===== src/rtl/blackjack_ctrl_param_if.sv =====
`default_nettype none
// ============================================================================
//  Module   : blackjack_ctrl_param_if
//  Purpose  : Bundles the push-button inputs and the display/score outputs
//             of the blackjack controller.
//  Ports    : new_game, hit, stand        - debounced buttons (to controller)
//             phand, dhand, last_card     - hand sums and last card value
//             state_o, result, win_flash  - game state and result display
//             p_wins, d_wins              - saturating win counters
//  Revision : 1.0 - initial release
// ============================================================================
interface blackjack_ctrl_param_if #(
    parameter int HAND_W  = 6,
    parameter int SCORE_W = 8
);
    logic               new_game;
    logic               hit;
    logic               stand;
    logic [HAND_W-1:0]  phand;
    logic [HAND_W-1:0]  dhand;
    logic [HAND_W-1:0]  last_card;
    logic [2:0]         state_o;
    logic [1:0]         result;
    logic               win_flash;
    logic [SCORE_W-1:0] p_wins;
    logic [SCORE_W-1:0] d_wins;

    // Button side: drives the buttons, observes the displays.
    modport master (
        output new_game, hit, stand,
        input  phand, dhand, last_card, state_o, result, win_flash,
               p_wins, d_wins
    );

    // Controller side.
    modport slave (
        input  new_game, hit, stand,
        output phand, dhand, last_card, state_o, result, win_flash,
               p_wins, d_wins
    );
endinterface
`default_nettype wire


===== src/rtl/blackjack_ctrl_param.sv =====
`default_nettype none
// ============================================================================
//  Module   : blackjack_ctrl_param
//  Purpose  : Parametrised blackjack game controller: one player hand, one
//             dealer hand, a free-running card source, deal / player /
//             automatic dealer / compare phases and saturating win counters.
//  Ports    : clk      - system clock, rising edge
//             reset_n  - asynchronous active-low reset
//             bus      - slave modport of blackjack_ctrl_param_if
//                        (buttons in, hands/state/result/scores out)
//  Revision : 1.0 - initial release
// ============================================================================
module blackjack_ctrl_param #(
    parameter int HAND_W       = 6,
    parameter int CARD_MAX     = 10,
    parameter int BUST_LIMIT   = 21,
    parameter int DEALER_STAND = 17,
    parameter int SCORE_W      = 8,
    parameter int FLASH_DIV    = 4
) (
    input  wire logic                  clk,
    input  wire logic                  reset_n,
    blackjack_ctrl_param_if.slave      bus
);

    localparam logic [2:0] c_IDLE    = 3'd0;
    localparam logic [2:0] c_DEAL    = 3'd1;
    localparam logic [2:0] c_PLAYER  = 3'd2;
    localparam logic [2:0] c_DEALER  = 3'd3;
    localparam logic [2:0] c_COMPARE = 3'd4;
    localparam logic [2:0] c_DONE    = 3'd5;

    localparam logic [1:0] c_RES_NONE = 2'b00;
    localparam logic [1:0] c_RES_PWIN = 2'b01;
    localparam logic [1:0] c_RES_DWIN = 2'b10;
    localparam logic [1:0] c_RES_PUSH = 2'b11;

    localparam int                c_FDW        = (FLASH_DIV > 1) ? $clog2(FLASH_DIV) : 1;
    localparam logic [c_FDW-1:0]  c_FLASH_LAST = c_FDW'(FLASH_DIV - 1);
    localparam logic [HAND_W-1:0] c_CARD_MAX   = HAND_W'(CARD_MAX);
    localparam logic [HAND_W-1:0] c_BUST       = HAND_W'(BUST_LIMIT);
    localparam logic [HAND_W-1:0] c_STAND      = HAND_W'(DEALER_STAND);
    localparam logic [HAND_W-1:0] c_ONE        = HAND_W'(1);

    logic [2:0]         state_q,     state_d;
    logic [1:0]         step_q,      step_d;
    logic [HAND_W-1:0]  ctr_q,       ctr_d;
    logic [HAND_W-1:0]  phand_q,     phand_d;
    logic [HAND_W-1:0]  dhand_q,     dhand_d;
    logic [HAND_W-1:0]  last_card_q, last_card_d;
    logic [1:0]         result_q,    result_d;
    logic               flash_q,     flash_d;
    logic [c_FDW-1:0]   flash_cnt_q, flash_cnt_d;
    logic [SCORE_W-1:0] p_wins_q,    p_wins_d;
    logic [SCORE_W-1:0] d_wins_q,    d_wins_d;
    logic               ng_prev_q,   ng_prev_d;
    logic               hit_prev_q,  hit_prev_d;
    logic               stand_prev_q, stand_prev_d;

    logic               w_ng_edge;
    logic               w_hit_edge;
    logic               w_stand_edge;
    logic               w_start;
    logic               w_enter_done;
    logic [1:0]         w_new_result;
    logic [HAND_W-1:0]  w_psum;
    logic [HAND_W-1:0]  w_dsum;

    function automatic logic [HAND_W-1:0] sat_add(input logic [HAND_W-1:0] a,
                                                  input logic [HAND_W-1:0] b);
        logic [HAND_W:0] s;
        s = {1'b0, a} + {1'b0, b};
        return s[HAND_W] ? {HAND_W{1'b1}} : s[HAND_W-1:0];
    endfunction

    assign w_ng_edge    = bus.new_game & ~ng_prev_q;
    assign w_hit_edge   = bus.hit      & ~hit_prev_q;
    assign w_stand_edge = bus.stand    & ~stand_prev_q;
    assign w_psum       = sat_add(phand_q, ctr_q);
    assign w_dsum       = sat_add(dhand_q, ctr_q);

    // A new round may start (or abort the current one) from every state
    // except the single-cycle COMPARE and the unused encodings.
    assign w_start = w_ng_edge && (state_q inside {c_IDLE, c_DEAL, c_PLAYER, c_DEALER, c_DONE});

    always_comb begin
        state_d      = state_q;
        step_d       = step_q;
        ctr_d        = (ctr_q == c_CARD_MAX) ? c_ONE : ctr_q + c_ONE;
        phand_d      = phand_q;
        dhand_d      = dhand_q;
        last_card_d  = last_card_q;
        result_d     = result_q;
        flash_d      = flash_q;
        flash_cnt_d  = flash_cnt_q;
        p_wins_d     = p_wins_q;
        d_wins_d     = d_wins_q;
        ng_prev_d    = bus.new_game;
        hit_prev_d   = bus.hit;
        stand_prev_d = bus.stand;
        w_enter_done = 1'b0;
        w_new_result = c_RES_NONE;

        if (w_start) begin
            state_d     = c_DEAL;
            step_d      = 2'd0;
            phand_d     = '0;
            dhand_d     = '0;
            result_d    = c_RES_NONE;
            flash_d     = 1'b0;
            flash_cnt_d = '0;
        end else begin
            case (state_q)
                c_IDLE: ;
                c_DEAL: begin
                    // Even steps feed the player, odd steps the dealer.
                    if (!step_q[0]) phand_d = w_psum;
                    else            dhand_d = w_dsum;
                    last_card_d = ctr_q;
                    step_d      = step_q + 2'd1;
                    if (step_q == 2'd3) state_d = c_PLAYER;
                end
                c_PLAYER: begin
                    // Stand has priority over a simultaneous hit.
                    if (w_stand_edge) begin
                        state_d = c_DEALER;
                    end else if (w_hit_edge) begin
                        phand_d     = w_psum;
                        last_card_d = ctr_q;
                        if (w_psum > c_BUST) begin
                            w_enter_done = 1'b1;
                            w_new_result = c_RES_DWIN;
                        end
                    end
                end
                c_DEALER: begin
                    if (dhand_q < c_STAND) begin
                        dhand_d     = w_dsum;
                        last_card_d = ctr_q;
                    end else begin
                        state_d = c_COMPARE;
                    end
                end
                c_COMPARE: begin
                    w_enter_done = 1'b1;
                    if (dhand_q > c_BUST)         w_new_result = c_RES_PWIN;
                    else if (phand_q > dhand_q)   w_new_result = c_RES_PWIN;
                    else if (phand_q == dhand_q)  w_new_result = c_RES_PUSH;
                    else                          w_new_result = c_RES_DWIN;
                end
                c_DONE: begin
                    if (result_q == c_RES_PWIN) begin
                        if (flash_cnt_q == c_FLASH_LAST) begin
                            flash_cnt_d = '0;
                            flash_d     = ~flash_q;
                        end else begin
                            flash_cnt_d = flash_cnt_q + c_FDW'(1);
                        end
                    end
                end
                default: state_d = c_IDLE;
            endcase
        end

        if (w_enter_done) begin
            state_d     = c_DONE;
            result_d    = w_new_result;
            flash_cnt_d = '0;
            flash_d     = (w_new_result == c_RES_PWIN) || (w_new_result == c_RES_DWIN);
            if ((w_new_result == c_RES_PWIN) && (p_wins_q != {SCORE_W{1'b1}}))
                p_wins_d = p_wins_q + SCORE_W'(1);
            if ((w_new_result == c_RES_DWIN) && (d_wins_q != {SCORE_W{1'b1}}))
                d_wins_d = d_wins_q + SCORE_W'(1);
        end
    end

    always_ff @(posedge clk or negedge reset_n) begin
        if (!reset_n) begin
            state_q      <= c_IDLE;
            step_q       <= 2'd0;
            ctr_q        <= c_ONE;
            phand_q      <= '0;
            dhand_q      <= '0;
            last_card_q  <= '0;
            result_q     <= c_RES_NONE;
            flash_q      <= 1'b0;
            flash_cnt_q  <= '0;
            p_wins_q     <= '0;
            d_wins_q     <= '0;
            ng_prev_q    <= 1'b0;
            hit_prev_q   <= 1'b0;
            stand_prev_q <= 1'b0;
        end else begin
            state_q      <= state_d;
            step_q       <= step_d;
            ctr_q        <= ctr_d;
            phand_q      <= phand_d;
            dhand_q      <= dhand_d;
            last_card_q  <= last_card_d;
            result_q     <= result_d;
            flash_q      <= flash_d;
            flash_cnt_q  <= flash_cnt_d;
            p_wins_q     <= p_wins_d;
            d_wins_q     <= d_wins_d;
            ng_prev_q    <= ng_prev_d;
            hit_prev_q   <= hit_prev_d;
            stand_prev_q <= stand_prev_d;
        end
    end

    assign bus.phand     = phand_q;
    assign bus.dhand     = dhand_q;
    assign bus.last_card = last_card_q;
    assign bus.state_o   = state_q;
    assign bus.result    = result_q;
    assign bus.win_flash = flash_q;
    assign bus.p_wins    = p_wins_q;
    assign bus.d_wins    = d_wins_q;

endmodule
`default_nettype wire


===== src/flat_wrapper.sv =====
// flat-port wrapper written by rule: the top's interface ports become plain ports
module blackjack_ctrl_param_flat 
#(
    parameter int HAND_W       = 6,
    parameter int CARD_MAX     = 10,
    parameter int BUST_LIMIT   = 21,
    parameter int DEALER_STAND = 17,
    parameter int SCORE_W      = 8,
    parameter int FLASH_DIV    = 4
)
  (clk, reset_n, bus_new_game, bus_hit, bus_stand, bus_phand, bus_dhand, bus_last_card, bus_state_o, bus_result, bus_win_flash, bus_p_wins, bus_d_wins);
  blackjack_ctrl_param_if #(.HAND_W(HAND_W), .SCORE_W(SCORE_W)) bus_i ();
  input  wire logic clk;
  input  wire logic reset_n;
  input wire logic [$bits(bus_i.new_game)-1:0] bus_new_game;
  input wire logic [$bits(bus_i.hit)-1:0] bus_hit;
  input wire logic [$bits(bus_i.stand)-1:0] bus_stand;
  output wire logic [$bits(bus_i.phand)-1:0] bus_phand;
  output wire logic [$bits(bus_i.dhand)-1:0] bus_dhand;
  output wire logic [$bits(bus_i.last_card)-1:0] bus_last_card;
  output wire logic [$bits(bus_i.state_o)-1:0] bus_state_o;
  output wire logic [$bits(bus_i.result)-1:0] bus_result;
  output wire logic [$bits(bus_i.win_flash)-1:0] bus_win_flash;
  output wire logic [$bits(bus_i.p_wins)-1:0] bus_p_wins;
  output wire logic [$bits(bus_i.d_wins)-1:0] bus_d_wins;
  assign bus_i.new_game = bus_new_game;
  assign bus_i.hit = bus_hit;
  assign bus_i.stand = bus_stand;
  assign bus_phand = bus_i.phand;
  assign bus_dhand = bus_i.dhand;
  assign bus_last_card = bus_i.last_card;
  assign bus_state_o = bus_i.state_o;
  assign bus_result = bus_i.result;
  assign bus_win_flash = bus_i.win_flash;
  assign bus_p_wins = bus_i.p_wins;
  assign bus_d_wins = bus_i.d_wins;
  blackjack_ctrl_param #(.HAND_W(HAND_W), .CARD_MAX(CARD_MAX), .BUST_LIMIT(BUST_LIMIT), .DEALER_STAND(DEALER_STAND), .SCORE_W(SCORE_W), .FLASH_DIV(FLASH_DIV)) u_core (.clk(clk), .reset_n(reset_n), .bus(bus_i));
endmodule

===== config.mk =====
export PLATFORM = sky130hd
export DESIGN_NAME = blackjack_ctrl_param_flat
export DESIGN_NICKNAME = d
export VERILOG_FILES = /design/src/rtl/blackjack_ctrl_param_if.sv /design/src/rtl/blackjack_ctrl_param.sv /design/src/flat_wrapper.sv
export SDC_FILE = /design/constraint.sdc
export NUM_CORES = 1
export LEC_CHECK = 0
export ABC_CLOCK_PERIOD_IN_PS = 3700
export CAP_MARGIN = 10
export CELL_PAD_IN_SITES_DETAIL_PLACEMENT = 2
export CELL_PAD_IN_SITES_GLOBAL_PLACEMENT = 2
export CORE_UTILIZATION = 31
export DETAILED_ROUTE_END_ITERATION = 12
export GPL_TIMING_DRIVEN = 0
export PLACE_DENSITY = 0.84
export SLEW_MARGIN = 15
export SYNTH_ARGS = -nofsm -noshare
export SYNTH_HDL_FRONTEND = slang
export SYNTH_SLANG_ARGS = --single-unit

===== constraint.sdc =====
create_clock -name clk -period 3.7 [get_ports clk]
set_clock_uncertainty 0.15 [all_clocks]
set_input_delay 0.555 -clock clk [delete_from_list [all_inputs] [get_ports clk]]
set_output_delay 0.555 -clock clk [all_outputs]
set_load 0.03 [all_outputs]

======== Yosys cells after proc, flatten, opt, wreduce, memory -nomap -nowiden ========
Cells that the tools add are included.
storage, ports and cells
  register bits after elaboration ......... 53
  bits of input ports ..................... 5
  output and inout port bits .............. 40
  word-level logic and storage cells ...... 131
operators by class
  add/subtract/negate cells ............... 7
  order comparisons ....................... 4
  equality and inequality tests ........... 26
  muxes and demuxes ....................... 49
  bitwise gates (word level) .............. 8
  reductions and logical operators ........ 23
operators with widths
  operator                                                       count
  2-to-1 mux 6 bit                                               13
  2-to-1 mux 2 bit                                               15
  case mux 6 bit (2 select lines)                                2
  case mux 6 bit (3 select lines)                                1
  nonzero test 3 bit                                             6
  adder 8 x 1 -> 8 bit, second input constant                    2
  != test 8 bit, second input constant                           2
  2-to-1 mux 3 bit                                               5
  adder 6 x 6 -> 7 bit                                           2
  greater-than comparator 6 x 5 -> 1 bit, second input constant  2
  case mux 3 bit (4 select lines)                                1
  2-to-1 mux 1 bit                                               10
  != test 3 x 1 -> 1 bit, second input constant                  3
  != test 4 x 2 -> 1 bit, second input constant                  2
  AND reduction 4 bit                                            2
  adder 6 x 1 -> 6 bit, second input constant                    1
  equality test 2 bit, second input constant                     3
  equality test 3 x 2 -> 1 bit, second input constant            2
  equality test 3 bit, second input constant                     2
  equality test 6 x 4 -> 1 bit, second input constant            1
  equality test 6 bit                                            1
  greater-than comparator 6 bit                                  1
  less-than comparator 6 x 5 -> 1 bit, second input constant     1
  != test 3 bit, second input constant                           2
  other kinds (20)                                               35

======== Logic depth before layout (Yosys ltp) ========
  depth after elaboration ................. 11
  mapped depth ............................ 17

======== Least setup slack after synthesis ========
OpenSTA, ideal clock, no wires.
  kind .................................... register to register
  start ................................... register u_core.phand_q[0] (netlist: u_core.bus.phand[0])
  end ..................................... register u_core.p_wins_q[6] (netlist: u_core.bus.p_wins[6])
  setup time .............................. 80 ps
  data arrival time ....................... 3660 ps
  setup slack ............................. -191 ps
  cell stages (with the launch flop) ...... 18
  period minus slack after synthesis ...... 3891 ps
  cell sequence ........................... dfrtp_1 ha_1 inv_1 fa_1 nand2b_1 a21oi_1 mux2i_1 a211oi_1 nor2_2 a21oi_1 inv_1 ha_1 o21ai_0 or3_4 a211oi_2 nor3_4 nor4b_4 xor2_1
on the way
  word-level cells in the longest chain between the ends .. 11
ends and longest elaborated chain
  what                                      line                         RTL
  start: declaration                        blackjack_ctrl_param.sv:48   logic [HAND_W-1:0] phand_q, phand_d;
  start signal: assignment                  blackjack_ctrl_param.sv:197  phand_q <= phand_d;
  adder 6 x 6 -> 7 bit                      blackjack_ctrl_param.sv:72   s = {1'b0, a} + {1'b0, b};
  2-to-1 mux 6 bit                          blackjack_ctrl_param.sv:73   return s[HAND_W] ? {HAND_W{1'b1}} : s[HAND_W-1:0];
  greater-than comparator 6 x 5 -> 1 bit    blackjack_ctrl_param.sv:130  if (w_psum > c_BUST) begin
  2-to-1 mux 2 bit                          blackjack_ctrl_param.sv:130
  2-to-1 mux 2 bit                          blackjack_ctrl_param.sv:127  end else if (w_hit_edge) begin
  2-to-1 mux 2 bit                          blackjack_ctrl_param.sv:125  if (w_stand_edge) begin
  case mux 2 bit (2 select lines)           blackjack_ctrl_param.sv:113  case (state_q)
  2-to-1 mux 2 bit                          blackjack_ctrl_param.sv:104  if (w_start) begin
  equality test 2 x 1 -> 1 bit              blackjack_ctrl_param.sv:170  if ((w_new_result == c_RES_PWIN) && (p_wins_q != {SCORE_W{1'b1}}))
  logical AND 1 bit                         blackjack_ctrl_param.sv:170
  AND reduction 2 bit (no source line) (*)  -
  end signal: assignment                    blackjack_ctrl_param.sv:203  p_wins_q <= p_wins_d;
  end: declaration                          blackjack_ctrl_param.sv:54   logic [SCORE_W-1:0] p_wins_q, p_wins_d;
Every way passes the cells marked *; elsewhere a longest branch is shown, timed or not.
A chain may end at the register's enable or synchronous reset.

======== Final worst setup path ========
  start ................................... register u_core.ctr_q[2]
  end ..................................... register u_core.p_wins_q[4] (netlist: u_core.bus.p_wins[4])
on the way
  word-level cells in the longest chain between the ends .. 11
ends and longest elaborated chain
  what                                        line                         RTL
  start: declaration                          blackjack_ctrl_param.sv:47   logic [HAND_W-1:0] ctr_q, ctr_d;
  start signal: assignment                    blackjack_ctrl_param.sv:181  ctr_q <= c_ONE;
  start signal: assignment                    blackjack_ctrl_param.sv:196  ctr_q <= ctr_d;
  adder 6 x 6 -> 7 bit (*)                    blackjack_ctrl_param.sv:72
  2-to-1 mux 6 bit (*)                        blackjack_ctrl_param.sv:73
  greater-than comparator 6 x 5 -> 1 bit (*)  blackjack_ctrl_param.sv:130
  2-to-1 mux 2 bit                            blackjack_ctrl_param.sv:130
  2-to-1 mux 2 bit                            blackjack_ctrl_param.sv:127
  2-to-1 mux 2 bit                            blackjack_ctrl_param.sv:125
  case mux 2 bit (2 select lines)             blackjack_ctrl_param.sv:113
  2-to-1 mux 2 bit                            blackjack_ctrl_param.sv:104
  equality test 2 x 1 -> 1 bit                blackjack_ctrl_param.sv:170
  logical AND 1 bit                           blackjack_ctrl_param.sv:170
  AND reduction 2 bit (no source line) (*)    -
Marks and branches as above.

==> results.ini <==
[status]
outcome = finished with violations
violations = negative setup slack

[floorplanning]
die_y_um = 103.9
io_pins = 45
start_util_pct = 32.47
core_area_um2 = 9910
dieArea_um2 = 10790
std_cell_rows = 36
chipWidth_um = 103.9

[worst_setup_path]
r2r_slack_ps = -280
timing.rr.start = u_core.ctr_q[2]$_DFF_PN0_
cp.required_ps = 3790
reg2reg_depth = 15
end_kind = flip-flop
path_class = flip-flop to flip-flop
crit_path_start = u_core.ctr_q[2]$_DFF_PN0_
crit_path_end = u_core.bus.p_wins[4]$_DFFE_PN0P_
worstPathMaxFanout = 8
r2r-end = u_core.bus.p_wins[4]$_DFFE_PN0P_
start_kind = flip-flop
crit_arrival_ps = 4070

[synthesis]
netlist_area_um2 = 3218
syn_avg_cell_area_um2 = 10.03
synth-edff-count = 0
ys_ff_latch = 53
ys.flop_type = dfrtp_1
syn_inst = 321
synthDistinctLibCells = 54
syn-num-nets = 354
ys_seq_area_share_pct = 41.25
yosysWarningCount = 0
async_flop_share_pct = 100.0

[cts]
cts_buffers = 5
clk_latency_ps = 320
cts_htree_levels = 2
postCtsHoldBufs = 0
root_buffer = clkbuf_8
cts_tree = done
path_clk_slew_ps = 110
clockBufferDepth = 2
clock_sinks = 53

[drt]
wl_per_cell_um = 22.10
num_vias = 2796
postRouteAntennaNets = 0
vias_per_cell = 5.346
drtIter0Drc = 98
drc = 0
firstDrtPassIters = 4
wl_mm = 11.56

[sta]
finalCriticalPeriod_ps = 3981
hold_viol = 0
setup_tns_ps = -2855
worst_slack_ps = -281.0
finalCritPeriodShare_pct = 107.6
setup_viol = 16
tightest_slew_ps = 1138
fmax_mhz = 251.2
whs_ps = 124.6
finalMaxSlewViolations = 0
rsz0062_at_grt = yes
relSlewSlack_pct = 23.58

[pwr]
leakage_nw = 1.939
p_per_area_nw_per_um2 = 741.7
vdd_ir_drop_max_mv = 0.3062

[finish]
final_util_pct = 44.00
final_cell_mix = dfrtp_1, clkdlybuf4s50_1, nor2_1
layout_commonest_cell = dfrtp_1
antenna_cells = 0
drive_above_1_share_pct = 24.87
syn_to_final_growth_pct = 35.50
layout.nets = 422

[placed_design]
pre_cts_ws_ps = -599.8
io_buffers = 44
dp_hpwl_mm = 7.109
gp_congestion = 0.7640

[global_routing]
grt_usage_pct = 20.15
overflow = 0
gr-usage-met3_pct = 2.632
grt_first_pass_wirelength_mm = 17.16
use_met2_pct = 36.33
grt_busiest_layer = met2
antenna_found_initial = 0
grt_use_met1_pct = 24.87
grt_pass1_vias = 3073
grt_max_degree = 54

[worst_hold_path]
hp-class = input pin to async pin

[flow_run]
cap_violations = 0

[cell type report]
| class | instances | area [µm²] |
|---|---|---|
| Fill cell | 1048 | 5549 |
| Sequential cell | 53 | 1331 |
| Clock buffer | 5 | 68.82 |
| Buffer | 4 | 26.28 |
| Multi-Input combinational cell | 240 | 2052 |
| Tap cell | 133 | 166.4 |
| Timing Repair Buffer | 61 | 581.8 |
| Clock inverter | 3 | 43.79 |
| Inverter | 24 | 90.09 |
[worst max-delay path: stages, from the launching register on]
cell     delay (ps)
dfrtp_2         500
ha_2            470
nand3_1         190
o22a_1          290
o31ai_4         370
nor2_2          110
nor2_4          160
a21oi_4          90
inv_1            70
ha_2            180
o21ai_2          60
or3_4           410
nor2_1          210
nor3_4          120
nor3b_2         290
xor2_1          210
[kinds of logic (layout without fill, tap and decap cells)]
| logic type | after synthesis | count (layout) | synth area share, % |
|---|---|---|---|
| xor gates and xnor gates | 23 | 23 | 6.260 |
| and+or+nand+nor | 108 | 108 | 18.00 |
| muxes | 15 | 15 | 5.132 |
| adders and majority gates | 28 | 28 | 11.35 |
| DFF | 53 | 53 | 41.25 |
| AOI/OAI and AO/OA | 66 | 66 | 14.39 |
| buffers and inverters | 28 | 97 | 3.616 |
[timing repair]
item	in CTS	in global routing
resized for setup	29	15
endpoints found under the setup margin	16	16
pin swaps	23	18
setup buffers	9	8
[registers in the layout, indices dropped and copies added (netlist names), 3 cells and up]
name	flops
u_core.ctr_q	6
u_core.bus.p_wins	8
u_core.bus.last_card	6
u_core.bus.phand	6
u_core.bus.dhand	6
u_core.bus.state_o	3
u_core.bus.d_wins	8
[worst min-delay path by stage]
stage                                      from                               end  slack [ps]  depth (start not counted)
2_1_floorplan                           reset_n  u_core.bus.d_wins[0]$_DFFE_PN0P_         110                          0
3_3_place_gp   u_core.bus.d_wins[6]$_DFFE_PN0P_  u_core.bus.d_wins[6]$_DFFE_PN0P_         330                          1
3_5_place_dp   u_core.bus.p_wins[6]$_DFFE_PN0P_  u_core.bus.p_wins[6]$_DFFE_PN0P_         330                          1
4_1_cts                                 reset_n  u_core.bus.d_wins[0]$_DFFE_PN0P_         150                          1
5_1_grt                                 reset_n  u_core.bus.d_wins[2]$_DFFE_PN0P_         170                          1
6_report                                reset_n  u_core.bus.d_wins[1]$_DFFE_PN0P_         120                          1
[metrics by stage]
stage                     instance area [µm²]  power [mW]  std cells
after global placement                   3894       2.500        498
after floorplan                          3287       2.004        321
after detailed placement                 3891       2.593        498
final                                    4360       3.234        523
after CTS                                4199       3.123        515
after global routing                     4360       3.426        523
[routing by layer]
| layer | wire length [µm] | part of all wire, % |
|---|---|---|
| met2 | 6080 | 53 |
| met1 | 4838 | 42 |
| met5 | 0 | 0 |
| met4 | 318 | 2.8 |
| met3 | 318 | 2.8 |
[cells in the mapped netlist (all sizes together), types with 2 or more instances]
cell,n,area share (%)
inv,24,2.8
nand4,4,0.78
fa,2,1.2
a21oi,19,3.1
o21a,2,0.47
o22ai,3,0.58
nor4b,2,1.2
nor4,2,0.39
or3,5,1.1
nor3,14,2.9
a21boi,2,0.47
nor2,31,3.8
buf,4,0.82
mux2i,3,0.93
and3,2,0.39
ha,26,10
mux2,12,4.2
o221a,4,1.4
o21ai,12,1.9
xnor2,12,3.3
xor2,11,3.0
nand2,21,2.4
nor2b,3,0.58
a31oi,2,0.39
nor3b,2,0.47
a211oi,7,1.9
nand2b,6,1.2
a21o,3,0.70
dfrtp,52,40
nand3,13,2.0
[power breakdown]
group / internal, mW / switching, mW / total, mW / leakage [nW]
logic: 0.800 / 1.13 / 1.93 / 1.19
clock network: 0.204 / 0.217 / 0.420 / 0.0585
registers: 0.713 / 0.173 / 0.886 / 0.687
Note: power is estimated with default switching activity, not from simulation.
